--- src/rtl/kgp_ctrl_pkg.sv ---
// Shared encodings for the KGP-RISC multicycle control unit:
// FSM states, instruction classes, opcodes, ALU and branch-condition codes.
package kgp_ctrl_pkg;

    typedef enum logic [2:0] {
        ST_IF   = 3'd0,
        ST_ID   = 3'd1,
        ST_EX   = 3'd2,
        ST_MEM  = 3'd3,
        ST_WB   = 3'd4,
        ST_HALT = 3'd5
    } state_e;

    typedef enum logic [2:0] {
        CLS_R_ALU   = 3'd0,
        CLS_I_ALU   = 3'd1,
        CLS_LD      = 3'd2,
        CLS_ST      = 3'd3,
        CLS_BR      = 3'd4,
        CLS_HALT    = 3'd5,
        CLS_ILLEGAL = 3'd6
    } instr_class_e;

    localparam logic [5:0] OP_R_ALU = 6'h00;
    localparam logic [5:0] OP_LD    = 6'h20;
    localparam logic [5:0] OP_ST    = 6'h21;
    localparam logic [5:0] OP_HALT  = 6'h3F;

    localparam logic [3:0] ALU_ADD = 4'h0;

    localparam logic [1:0] COND_ALWAYS = 2'b00;
    localparam logic [1:0] COND_ZERO   = 2'b01;
    localparam logic [1:0] COND_NZERO  = 2'b10;
    localparam logic [1:0] COND_NEG    = 2'b11;

    // Every control line driven towards the datapath, gathered so the whole
    // set can be cleared in one assignment.
    typedef struct packed {
        logic       readim;
        logic       ldir;
        logic       ldnpc;
        logic       lda;
        logic       ldb;
        logic       ldimm;
        logic [1:0] opcond;
        logic       alusel1;
        logic       alusel2;
        logic       aluen;
        logic       ldaluout;
        logic [3:0] alufunc;
        logic       writedmem;
        logic       readdmem;
        logic       ldlmd;
        logic       selwb;
        logic       regwrite;
        logic       branch;
        logic       ldpc;
        logic       retire;
        logic       halted;
        logic       illegal;
    } ctrl_t;

    // ALU-class instructions share the EX and WB behaviour.
    function automatic logic is_alu_class(input instr_class_e cls);
        return (cls == CLS_R_ALU) || (cls == CLS_I_ALU);
    endfunction

endpackage

--- src/rtl/kgp_control_unit_if.sv ---
// Bus between the KGP control unit and its datapath.
// KGP_MEM_WAIT_EN adds the dmem_ready handshake from data memory.
interface kgp_control_unit_if;
    logic [31:0] irout;
`ifdef KGP_MEM_WAIT_EN
    logic        dmem_ready;
`endif
    logic        readim;
    logic        ldir;
    logic        ldnpc;
    logic        ldA;
    logic        ldB;
    logic        ldimm;
    logic [1:0]  opcond;
    logic        alusel1;
    logic        alusel2;
    logic        aluen;
    logic        ldaluout;
    logic [3:0]  alufunc;
    logic        writedmem;
    logic        readdmem;
    logic        ldlmd;
    logic        selwb;
    logic        regwrite;
    logic        branch;
    logic        ldpc;
    logic        retire;
    logic        halted;
    logic        illegal;

    modport master (
        input  irout,
`ifdef KGP_MEM_WAIT_EN
        input  dmem_ready,
`endif
        output readim, ldir, ldnpc, ldA, ldB, ldimm, opcond,
        output alusel1, alusel2, aluen, ldaluout, alufunc,
        output writedmem, readdmem, ldlmd, selwb, regwrite,
        output branch, ldpc, retire, halted, illegal
    );

    modport slave (
        output irout,
`ifdef KGP_MEM_WAIT_EN
        output dmem_ready,
`endif
        input  readim, ldir, ldnpc, ldA, ldB, ldimm, opcond,
        input  alusel1, alusel2, aluen, ldaluout, alufunc,
        input  writedmem, readdmem, ldlmd, selwb, regwrite,
        input  branch, ldpc, retire, halted, illegal
    );
endinterface

--- src/rtl/kgp_instr_decoder.sv ---
// Combinational instruction classifier: opcode/funct -> class and ALU function.
module kgp_instr_decoder
    import kgp_ctrl_pkg::*;
(
    input  logic [5:0]   opcode,
    input  logic [3:0]   funct,
    output instr_class_e cls,
    output logic [3:0]   alufunc
);

    // Classify the opcode and pick the ALU operation the class implies.
    always_comb begin
        cls     = CLS_ILLEGAL;
        alufunc = ALU_ADD;
        casez (opcode)
            6'b00_0000: begin
                cls     = CLS_R_ALU;
                alufunc = funct;
            end
            6'b01_????: begin
                cls     = CLS_I_ALU;
                alufunc = opcode[3:0];
            end
            6'b10_0000: cls = CLS_LD;
            6'b10_0001: cls = CLS_ST;
            6'b11_00??: cls = CLS_BR;
            6'b11_1111: cls = CLS_HALT;
            default: begin
                cls     = CLS_ILLEGAL;
                alufunc = ALU_ADD;
            end
        endcase
    end

endmodule

--- src/rtl/kgp_control_unit.sv ---
// KGP-RISC multicycle control FSM (IF/ID/EX/MEM/WB/HALT).
// Optional feature macro: KGP_MEM_WAIT_EN -- MEM holds until dmem_ready.
// All outputs are decoded from the state register and are forced low while
// reset is high, independent of the clock.
module kgp_control_unit
    import kgp_ctrl_pkg::*;
(
    input  logic               clk,
    input  logic               reset,
    kgp_control_unit_if.master bus
);

    state_e       state;
    state_e       next_state;
    instr_class_e cls;
    logic [3:0]   dec_alufunc;
    logic         illegal_flag;
    logic         set_illegal;
    logic         mem_go;
    ctrl_t        ctl;
    ctrl_t        ctl_out;

    kgp_instr_decoder u_decoder (
        .opcode  (bus.irout[31:26]),
        .funct   (bus.irout[3:0]),
        .cls     (cls),
        .alufunc (dec_alufunc)
    );

`ifdef KGP_MEM_WAIT_EN
    assign mem_go = bus.dmem_ready;
`else
    assign mem_go = 1'b1;
`endif

    // State register; reset restarts at instruction fetch.
    always_ff @(posedge clk or posedge reset) begin
        if (reset) begin
            state <= ST_IF;
        end else begin
            state <= next_state;
        end
    end

    // Sticky record that HALT was reached through an undefined opcode.
    always_ff @(posedge clk or posedge reset) begin
        if (reset) begin
            illegal_flag <= 1'b0;
        end else if (set_illegal) begin
            illegal_flag <= 1'b1;
        end else begin
            illegal_flag <= illegal_flag;
        end
    end

    // Next-state selection and per-state control decode.
    always_comb begin
        next_state  = state;
        set_illegal = 1'b0;
        ctl         = '0;
        case (state)
            ST_IF: begin
                ctl.readim = 1'b1;
                ctl.ldir   = 1'b1;
                ctl.ldnpc  = 1'b1;
                next_state = ST_ID;
            end
            ST_ID: begin
                ctl.lda   = 1'b1;
                ctl.ldb   = 1'b1;
                ctl.ldimm = 1'b1;
                if (cls == CLS_HALT) begin
                    next_state = ST_HALT;
                end else if (cls == CLS_ILLEGAL) begin
                    next_state  = ST_HALT;
                    set_illegal = 1'b1;
                end else begin
                    next_state = ST_EX;
                end
            end
            ST_EX: begin
                case (cls)
                    CLS_R_ALU, CLS_I_ALU: begin
                        ctl.alusel1  = 1'b1;
                        ctl.alusel2  = (cls == CLS_I_ALU);
                        ctl.aluen    = 1'b1;
                        ctl.ldaluout = 1'b1;
                        ctl.alufunc  = dec_alufunc;
                        next_state   = ST_WB;
                    end
                    CLS_LD, CLS_ST: begin
                        ctl.alusel1  = 1'b1;
                        ctl.alusel2  = 1'b1;
                        ctl.aluen    = 1'b1;
                        ctl.ldaluout = 1'b1;
                        ctl.alufunc  = ALU_ADD;
                        next_state   = ST_MEM;
                    end
                    CLS_BR: begin
                        // Taken/not-taken is resolved by the datapath's
                        // condition logic; the PC is always reloaded here.
                        ctl.opcond = bus.irout[27:26];
                        ctl.branch = 1'b1;
                        ctl.ldpc   = 1'b1;
                        ctl.retire = 1'b1;
                        next_state = ST_IF;
                    end
                    default: next_state = ST_HALT;
                endcase
            end
            ST_MEM: begin
                if (cls == CLS_LD) begin
                    ctl.readdmem = 1'b1;
                    ctl.ldlmd    = mem_go;
                    next_state   = mem_go ? ST_WB : ST_MEM;
                end else if (cls == CLS_ST) begin
                    ctl.writedmem = 1'b1;
                    ctl.ldpc      = mem_go;
                    ctl.retire    = mem_go;
                    next_state    = mem_go ? ST_IF : ST_MEM;
                end else begin
                    next_state = ST_HALT;
                end
            end
            ST_WB: begin
                ctl.regwrite = 1'b1;
                ctl.ldpc     = 1'b1;
                ctl.retire   = 1'b1;
                ctl.selwb    = is_alu_class(cls);
                next_state   = ST_IF;
            end
            ST_HALT: begin
                ctl.halted = 1'b1;
                next_state = ST_HALT;
            end
            default: next_state = ST_IF;
        endcase
        ctl.illegal = illegal_flag;
    end

    // Reset gates every output low immediately, so no strobe outlives it.
    always_comb begin
        if (reset) begin
            ctl_out = '0;
        end else begin
            ctl_out = ctl;
        end
    end

    assign bus.readim    = ctl_out.readim;
    assign bus.ldir      = ctl_out.ldir;
    assign bus.ldnpc     = ctl_out.ldnpc;
    assign bus.ldA       = ctl_out.lda;
    assign bus.ldB       = ctl_out.ldb;
    assign bus.ldimm     = ctl_out.ldimm;
    assign bus.opcond    = ctl_out.opcond;
    assign bus.alusel1   = ctl_out.alusel1;
    assign bus.alusel2   = ctl_out.alusel2;
    assign bus.aluen     = ctl_out.aluen;
    assign bus.ldaluout  = ctl_out.ldaluout;
    assign bus.alufunc   = ctl_out.alufunc;
    assign bus.writedmem = ctl_out.writedmem;
    assign bus.readdmem  = ctl_out.readdmem;
    assign bus.ldlmd     = ctl_out.ldlmd;
    assign bus.selwb     = ctl_out.selwb;
    assign bus.regwrite  = ctl_out.regwrite;
    assign bus.branch    = ctl_out.branch;
    assign bus.ldpc      = ctl_out.ldpc;
    assign bus.retire    = ctl_out.retire;
    assign bus.halted    = ctl_out.halted;
    assign bus.illegal   = ctl_out.illegal;

endmodule
--- src/flat_wrapper.sv ---
// flat-port wrapper written by rule: the top's interface ports become plain ports
module kgp_control_unit_flat import kgp_ctrl_pkg::*;
  (clk, reset, bus_irout, bus_readim, bus_ldir, bus_ldnpc, bus_ldA, bus_ldB, bus_ldimm, bus_opcond, bus_alusel1, bus_alusel2, bus_aluen, bus_ldaluout, bus_alufunc, bus_writedmem, bus_readdmem, bus_ldlmd, bus_selwb, bus_regwrite, bus_branch, bus_ldpc, bus_retire, bus_halted, bus_illegal);
  kgp_control_unit_if bus_i ();
  input  logic clk;
  input  logic reset;
  input wire logic [$bits(bus_i.irout)-1:0] bus_irout;
  output wire logic [$bits(bus_i.readim)-1:0] bus_readim;
  output wire logic [$bits(bus_i.ldir)-1:0] bus_ldir;
  output wire logic [$bits(bus_i.ldnpc)-1:0] bus_ldnpc;
  output wire logic [$bits(bus_i.ldA)-1:0] bus_ldA;
  output wire logic [$bits(bus_i.ldB)-1:0] bus_ldB;
  output wire logic [$bits(bus_i.ldimm)-1:0] bus_ldimm;
  output wire logic [$bits(bus_i.opcond)-1:0] bus_opcond;
  output wire logic [$bits(bus_i.alusel1)-1:0] bus_alusel1;
  output wire logic [$bits(bus_i.alusel2)-1:0] bus_alusel2;
  output wire logic [$bits(bus_i.aluen)-1:0] bus_aluen;
  output wire logic [$bits(bus_i.ldaluout)-1:0] bus_ldaluout;
  output wire logic [$bits(bus_i.alufunc)-1:0] bus_alufunc;
  output wire logic [$bits(bus_i.writedmem)-1:0] bus_writedmem;
  output wire logic [$bits(bus_i.readdmem)-1:0] bus_readdmem;
  output wire logic [$bits(bus_i.ldlmd)-1:0] bus_ldlmd;
  output wire logic [$bits(bus_i.selwb)-1:0] bus_selwb;
  output wire logic [$bits(bus_i.regwrite)-1:0] bus_regwrite;
  output wire logic [$bits(bus_i.branch)-1:0] bus_branch;
  output wire logic [$bits(bus_i.ldpc)-1:0] bus_ldpc;
  output wire logic [$bits(bus_i.retire)-1:0] bus_retire;
  output wire logic [$bits(bus_i.halted)-1:0] bus_halted;
  output wire logic [$bits(bus_i.illegal)-1:0] bus_illegal;
  assign bus_i.irout = bus_irout;
  assign bus_readim = bus_i.readim;
  assign bus_ldir = bus_i.ldir;
  assign bus_ldnpc = bus_i.ldnpc;
  assign bus_ldA = bus_i.ldA;
  assign bus_ldB = bus_i.ldB;
  assign bus_ldimm = bus_i.ldimm;
  assign bus_opcond = bus_i.opcond;
  assign bus_alusel1 = bus_i.alusel1;
  assign bus_alusel2 = bus_i.alusel2;
  assign bus_aluen = bus_i.aluen;
  assign bus_ldaluout = bus_i.ldaluout;
  assign bus_alufunc = bus_i.alufunc;
  assign bus_writedmem = bus_i.writedmem;
  assign bus_readdmem = bus_i.readdmem;
  assign bus_ldlmd = bus_i.ldlmd;
  assign bus_selwb = bus_i.selwb;
  assign bus_regwrite = bus_i.regwrite;
  assign bus_branch = bus_i.branch;
  assign bus_ldpc = bus_i.ldpc;
  assign bus_retire = bus_i.retire;
  assign bus_halted = bus_i.halted;
  assign bus_illegal = bus_i.illegal;
  kgp_control_unit u_core (.clk(clk), .reset(reset), .bus(bus_i));
endmodule
--- config.mk ---
export PLATFORM = sky130hd
export DESIGN_NAME = kgp_control_unit_flat
export DESIGN_NICKNAME = d
export VERILOG_FILES = /design/src/rtl/kgp_ctrl_pkg.sv /design/src/rtl/kgp_control_unit_if.sv /design/src/rtl/kgp_instr_decoder.sv /design/src/rtl/kgp_control_unit.sv /design/src/flat_wrapper.sv
export SDC_FILE = /design/constraint.sdc
export NUM_CORES = 1
export LEC_CHECK = 0
export BUFFER_PORTS_ARGS = -buffer_cell sky130_fd_sc_hd__buf_2
export CAP_MARGIN = 10
export CORE_MARGIN = 10
export CORE_UTILIZATION = 35
export CTS_CLUSTER_SIZE = 8
export DETAILED_ROUTE_END_ITERATION = 12
export PLACE_DENSITY = 0.83
export SYNTH_ARGS = -nofsm -noshare
export SYNTH_HDL_FRONTEND = slang
export SYNTH_SLANG_ARGS = --single-unit
export TNS_END_PERCENT = 10
--- constraint.sdc ---
create_clock -name clk -period 1.8 [get_ports clk]
set_input_delay 0.09 -clock clk [delete_from_list [all_inputs] [get_ports clk]]
set_output_delay 0.09 -clock clk [all_outputs]
set_load 0.1 [all_outputs]
# Word-level counts from Yosys, hierarchy flattened
# Index checks and enable logic that the tools add are counted.
totals:
  reg_bits: 4
  inputBits: 34
  out_inout_bits: 26
  wordCells: 52
classes:
  n_eq_ne: 16
  mux: 28
  reduce_logical: 6
op_table:
  columns: ["op", "n"]
  rows:
  - ["2-to-1 mux 26 bit", 1]
  - ["2-to-1 mux 3 bit", 8]
  - ["equality test 6 bit (second input constant)", 3]
  - ["one-hot mux 3 bit (6 select lines)", 1]
  - ["one-hot mux 8 bit (2 select lines)", 1]
  - ["equality test 3 bit (second input constant)", 5]
  - ["one-hot mux 3 bit (5 select lines)", 1]
  - ["equality test 3 x 2 -> 1 bit (second input constant)", 4]
  - ["2-to-1 mux 10 bit", 1]
  - ["2-to-1 mux 2 bit", 5]
  - ["one-hot mux 3 bit (3 select lines)", 1]
  - ["one-hot mux 4 bit (2 select lines)", 1]
  - ["2-to-1 mux 1 bit", 7]
  - ["equality test 3 x 1 -> 1 bit (second input constant)", 2]
  - ["zero test 3 bit", 2]
  - ["zero test 6 bit", 1]
  - ["one-hot mux 2 bit (3 select lines)", 1]
  - ["equality test 4 bit (second input constant)", 1]
  - ["OR reduction 2 bit", 2]
  - ["equality test 2 x 1 -> 1 bit (second input constant)", 1]
  - ["logical OR 1 bit", 1]

# Depth between registers and ports, before layout
logic_depth:
  depth_word: 7
  mapped_depth: 6
  ltp_nobuf: 4

# Modules after synthesis
# From an unflattened synthesis, not the netlist that was laid out.
unflattened:
  cells_unflattened: 86
  area_unflattened_um2: 660.6
modules_own_cells:
  columns: ["module", "n_inst", "cells_per_inst", "area_per_inst_um2", "seq_area_each_um2"]
  rows:
  - ["kgp_control_unit", 1, 69, 533.0, 100.1]
  - ["kgp_instr_decoder", 1, 17, 127.6, 0.0]

# Least setup slack after synthesis
# Ideal clock, no wire load.
synth_timing:
  kind: "register to output"
  from: "reg u_core.state[0]"
  to: "out bus_ldnpc"
  t_arrival_ns: 4.323
  t_required_ns: 1.710
  setup_slack_ns: -2.613
  stages_incl_launch_ff: 4
  path_buffers: 2
  cell_sequence: "dfrtp_1 > clkbuf_1 > nor4_1 > buf_4"
synth_via:
  elab_chain_len: 3
synth_rtl:
  columns: ["element", "line_no", "rtl"]
  rows:
  - ["from (decl)", "kgp_control_unit.sv:13", "state_e state;"]
  - ["from (signal assigned)", "kgp_control_unit.sv:41", "state <= next_state;"]
  - ["zero test 3 bit", "kgp_control_unit.sv:61", "case (state)"]
  - ["2-to-1 mux 3 bit", "kgp_control_unit.sv:61", null]
  - ["2-to-1 mux 26 bit", "kgp_control_unit.sv:143", "if (reset) begin"]
  - ["to (decl)", "flat_wrapper.sv:10", "output wire logic [$bits(bus_i.ldnpc)-1:0] bus_ldnpc;"]
# Every way passes these cells.

# Worst setup path in the final report
layout_timing:
  from: "reg u_core.state[1]"
  to: "out bus_opcond[1]"
layout_via:
  elab_chain_len: 3
layout_rtl:
  columns: ["element", "line_no", "rtl"]
  rows:
  - ["equality test 3 x 2 -> 1 bit", "kgp_control_unit.sv:61", null]
  - ["2-to-1 mux 10 bit", "kgp_control_unit.sv:61", null]
  - ["2-to-1 mux 26 bit", "kgp_control_unit.sv:143", null]
  - ["to (decl)", "flat_wrapper.sv:14", "output wire logic [$bits(bus_i.opcond)-1:0] bus_opcond;"]
# Every way passes these cells.

==> impl_metrics.py <==
metrics = {
    "sta": {
        "setup_ws_ns": -0.03261,
        "relSlewSlack_pct": 63.35,
        "rsz0062_at_grt": "true",
        "whs_ns": 0.3164,
        "finalClockSkew_ns": 0.005847,
        "setup_viol": 2,
        "hold_viol": 0,
        "min_period_ns": 1.833,
        "fmax_ghz": 0.5457,
        "worst_pin_slew_ns": 0.5471,
        "fin_crit_sh_pct": 101.8,
        "finalSetupTns_ns": -0.04122,
        "slew_viol_final": 0,
    },
    "pwr": {
        "power_density_mw_per_mm2": 1124,
        "swShare_pct": 61.11,
        "leakage_nw": 0.5329,
        "p_int_w": 0.0005928,
        "power.switching_w": 0.0009315,
        "power_frac_seq_pct": 10.0,
        "p_clk_share_pct": 8.1,
        "power_w": 0.001524,
        "peakVddDrop_uv": 1199,
        "p_comb_share_pct": 81.9,
    },
    "worst_hold_path": {
        "hold_class": "in -> reg",
    },
    "critical_path": {
        "worstSetupPathType": "reg -> out",
        "reg2reg_slack_ns": 0.49,
        "start_kind": "flop",
        "worstSetupEndpointType": "output port",
        "cp_slowest_cell": "dfrtp_1",
        "path_cells": "nand2b_4 -> or3_4 -> nor3_4 -> and2_4 -> buf_12",
        "max_stage_delay_ns": 0.41,
        "cp_max_fo": 5,
        "cp.arrival_ns": 1.74,
        "cp.required_ns": 1.71,
    },
    "global_route": {
        "antenna_found_initial": 0,
        "track_usage_pct": 13.96,
        "grt_pass1_wl_um": 4326,
        "grt_max_degree": 14,
        "grt_overflow_total": 0,
        "grt_pass1_vias": 810,
    },
    "drt": {
        "drt_iter0_markers": 35,
        "top_layer_used": "met4",
        "drc": 0,
        "dr.pass1.iters": 4,
        "finalWirelength_um": 2871,
        "ant_nets": 0,
        "wl_met3_um": 216,
        "vias": 836,
        "wl_per_cell_um": 19.27,
        "vias_per_cell": 5.611,
        "met1_length_um": 937,
        "wl_met2_um": 1683,
    },
    "synthesis": {
        "yosys_warnings": 0,
        "synth_top_area_share_pct": 16.13,
        "synth.area.mux_share_pct": 0,
        "yosys_register_bits": 4,
        "synth_xor_area_share_pct": 0,
        "synth-main-ff-cell": "dfrtp_1",
        "ys_async_sr_fraction_pct": 100.0,
        "synthSimpleGateAreaFrac_pct": 44.35,
        "synth_edf_count": 0,
        "avgSynthCellArea_um2": 6.973,
        "synthTopCellsByArea": "dfrtp_1 16%, buf_4 9.7%, nor2_1 7.9%",
        "synth_cell_types": 35,
        "synthCells": 89,
        "synth_top_family_by_area": "simple AND/OR/NAND/NOR gates",
        "syn-num-nets": 123,
        "synth_fa_ha_area_share_pct": 0,
        "synth-seq-area-share_pct": 16.13,
        "syn_area_um2": 620.6,
        "synth-compound-area-share_pct": 21.57,
        "synth.largest_area_cell": "dfrtp_1",
    },
    "cells_and_area": {
        "fin_nets": 160,
        "fin_cells": 149,
        "synthToLayoutAreaGrowth_pct": 118.5,
        "drive_above_1_share_pct": 57.26,
        "insertedDiodeCount": 0,
    },
    "clock_network": {
        "cts_buffers": 3,
        "root_buffer": "clkbuf_4",
        "clk_pin_slew_ns": 0.04,
        "cts_tree": "yes",
        "insertion_delay_ns": 0.25,
        "ctsLongestPathBuffers": 2,
        "clock-sinks": 4,
        "htree_levels": 1,
    },
    "status": {
        "violations": "setup timing",
        "outcome": "complete, but fails checks",
    },
    "die": {
        "dieArea_mm2": 0.003858,
        "die_h_um": 62.11,
        "die_w_um": 62.11,
        "row_count": 15,
        "io_pins": 60,
        "initial_utilization_pct": 36.34,
        "coreArea_mm2": 0.001708,
    },
    "placement": {
        "dpl.hpwl_um": 1963,
        "port_buffers": 37,
        "place_ws_ns": 0.1476,
        "routabilityCongestion": 0.9026,
        "dp.cells": 145,
    },
    "run": {
        "max-cap-violations": 0,
    },
}
[synthesized netlist by cell type, types with 2 or more instances]
| cell type | instances |
|---|---|
| nand3_1 | 3 |
| a31oi_1 | 3 |
| inv_1 | 5 |
| a211oi_1 | 2 |
| or3_1 | 2 |
| a22oi_1 | 4 |
| nor2b_1 | 3 |
| nor2_1 | 13 |
| a21oi_1 | 2 |
| nor3_1 | 3 |
| buf_2 | 2 |
| nand2_1 | 7 |
| nor4_1 | 4 |
| nand2b_1 | 3 |
| clkbuf_1 | 3 |
| buf_4 | 8 |
| dfrtp_1 | 4 |
[layout by cell type, fill, tap and decap left out, types with 2 or more instances in the layout]
cell type	instances
buf_12	22
buf_2	15
nor2_1	8
nand2_1	7
buf_4	6
inv_1	5
a22oi_1	4
nor2_4	4
nor4_4	4
dfrtp_1	4
nand2b_4	3
nor3_4	3
nand3_1	3
nor2b_1	3
a31oi_1	3
clkbuf_4	3
or3_4	2
nor3_1	2
buf_6	2
[through the flow]
stage / utilization [%] / area (um2)
after floorplan: - / 788.3
after global placement: 75.16 / 1284
after detailed placement: 75.16 / 1284
after CTS: 78.10 / 1334
after global routing: 79.41 / 1356
final: 79.41 / 1356
[final timing paths]
| path | from | to | cells past startpoint |
|---|---|---|---|
| max reg2reg | u_core.state[0] | u_core.illegal_flag | 4 |
| min in group asynchronous | reset | u_core.state[0] | 4 |
| min | bus_irout[27] | u_core.state[2] | 3 |
| max | u_core.state[1] | bus_opcond[1] | 5 |
| min reg2reg | u_core.illegal_flag | u_core.illegal_flag | 1 |
| max in group asynchronous | reset | u_core.illegal_flag | 4 |
[registers in the layout (all words and copies together) (netlist names)]
name,cells
u_core.illegal_flag,1
u_core.state,3
[power groups by stage]
stage	registers (W)	clock network, W	logic (W)
after floorplan	0.000146	0	0.000893
after global placement	0.000144	0	0.00118
after detailed placement	0.000146	0	0.00121
after CTS	0.000150	0.000121	0.00122
after global routing	0.000154	0.000138	0.00129
final	0.000152	0.000123	0.00125
[kinds of logic (layout without fill, tap and decap cells)]
group | Yosys count | in the layout
and+or+nand+nor | 48 | 48
buffers and inverters | 19 | 54
DFF | 4 | 4
AOI/OAI and AO/OA | 18 | 18
[area by class of cell]
class                           instances  area, um2
Timing Repair Buffer                   46      593.1
Multi-Input combinational cell         66      590.6
Fill cell                              82      351.6
Sequential cell                         4      100.1
Tap cell                               25      31.28
Clock buffer                            3      22.52
Inverter                                5      18.77
[timing repair]
item | CTS | global route
endpoints found under the setup margin | 12 | 10
pin swaps | 0 | 2
endpoints found under the hold margin | 4 | 0
buffers inserted | 0 | 0
hold buffers | 1 | 0
resized for setup | 4 | 4
[routing by layer]
| layer | up-vias | global-route usage [%] |
|---|---|---|
| met2 | 52 | 25.77 |
| met5 | - | 0 |
| met4 | 0 | 8.286 |
| li1 | 380 | - |
| met3 | 2 | 3.584 |
| met1 | 402 | 13.52 |
[critical path: cells and delay by family, from the launching register on]
kind / cells / cell delay, ns
flops: 1 / 0.41
buf+inv: 1 / 0.17
simple gates: 4 / 0.92
Power figures use the tool's default switching activity.
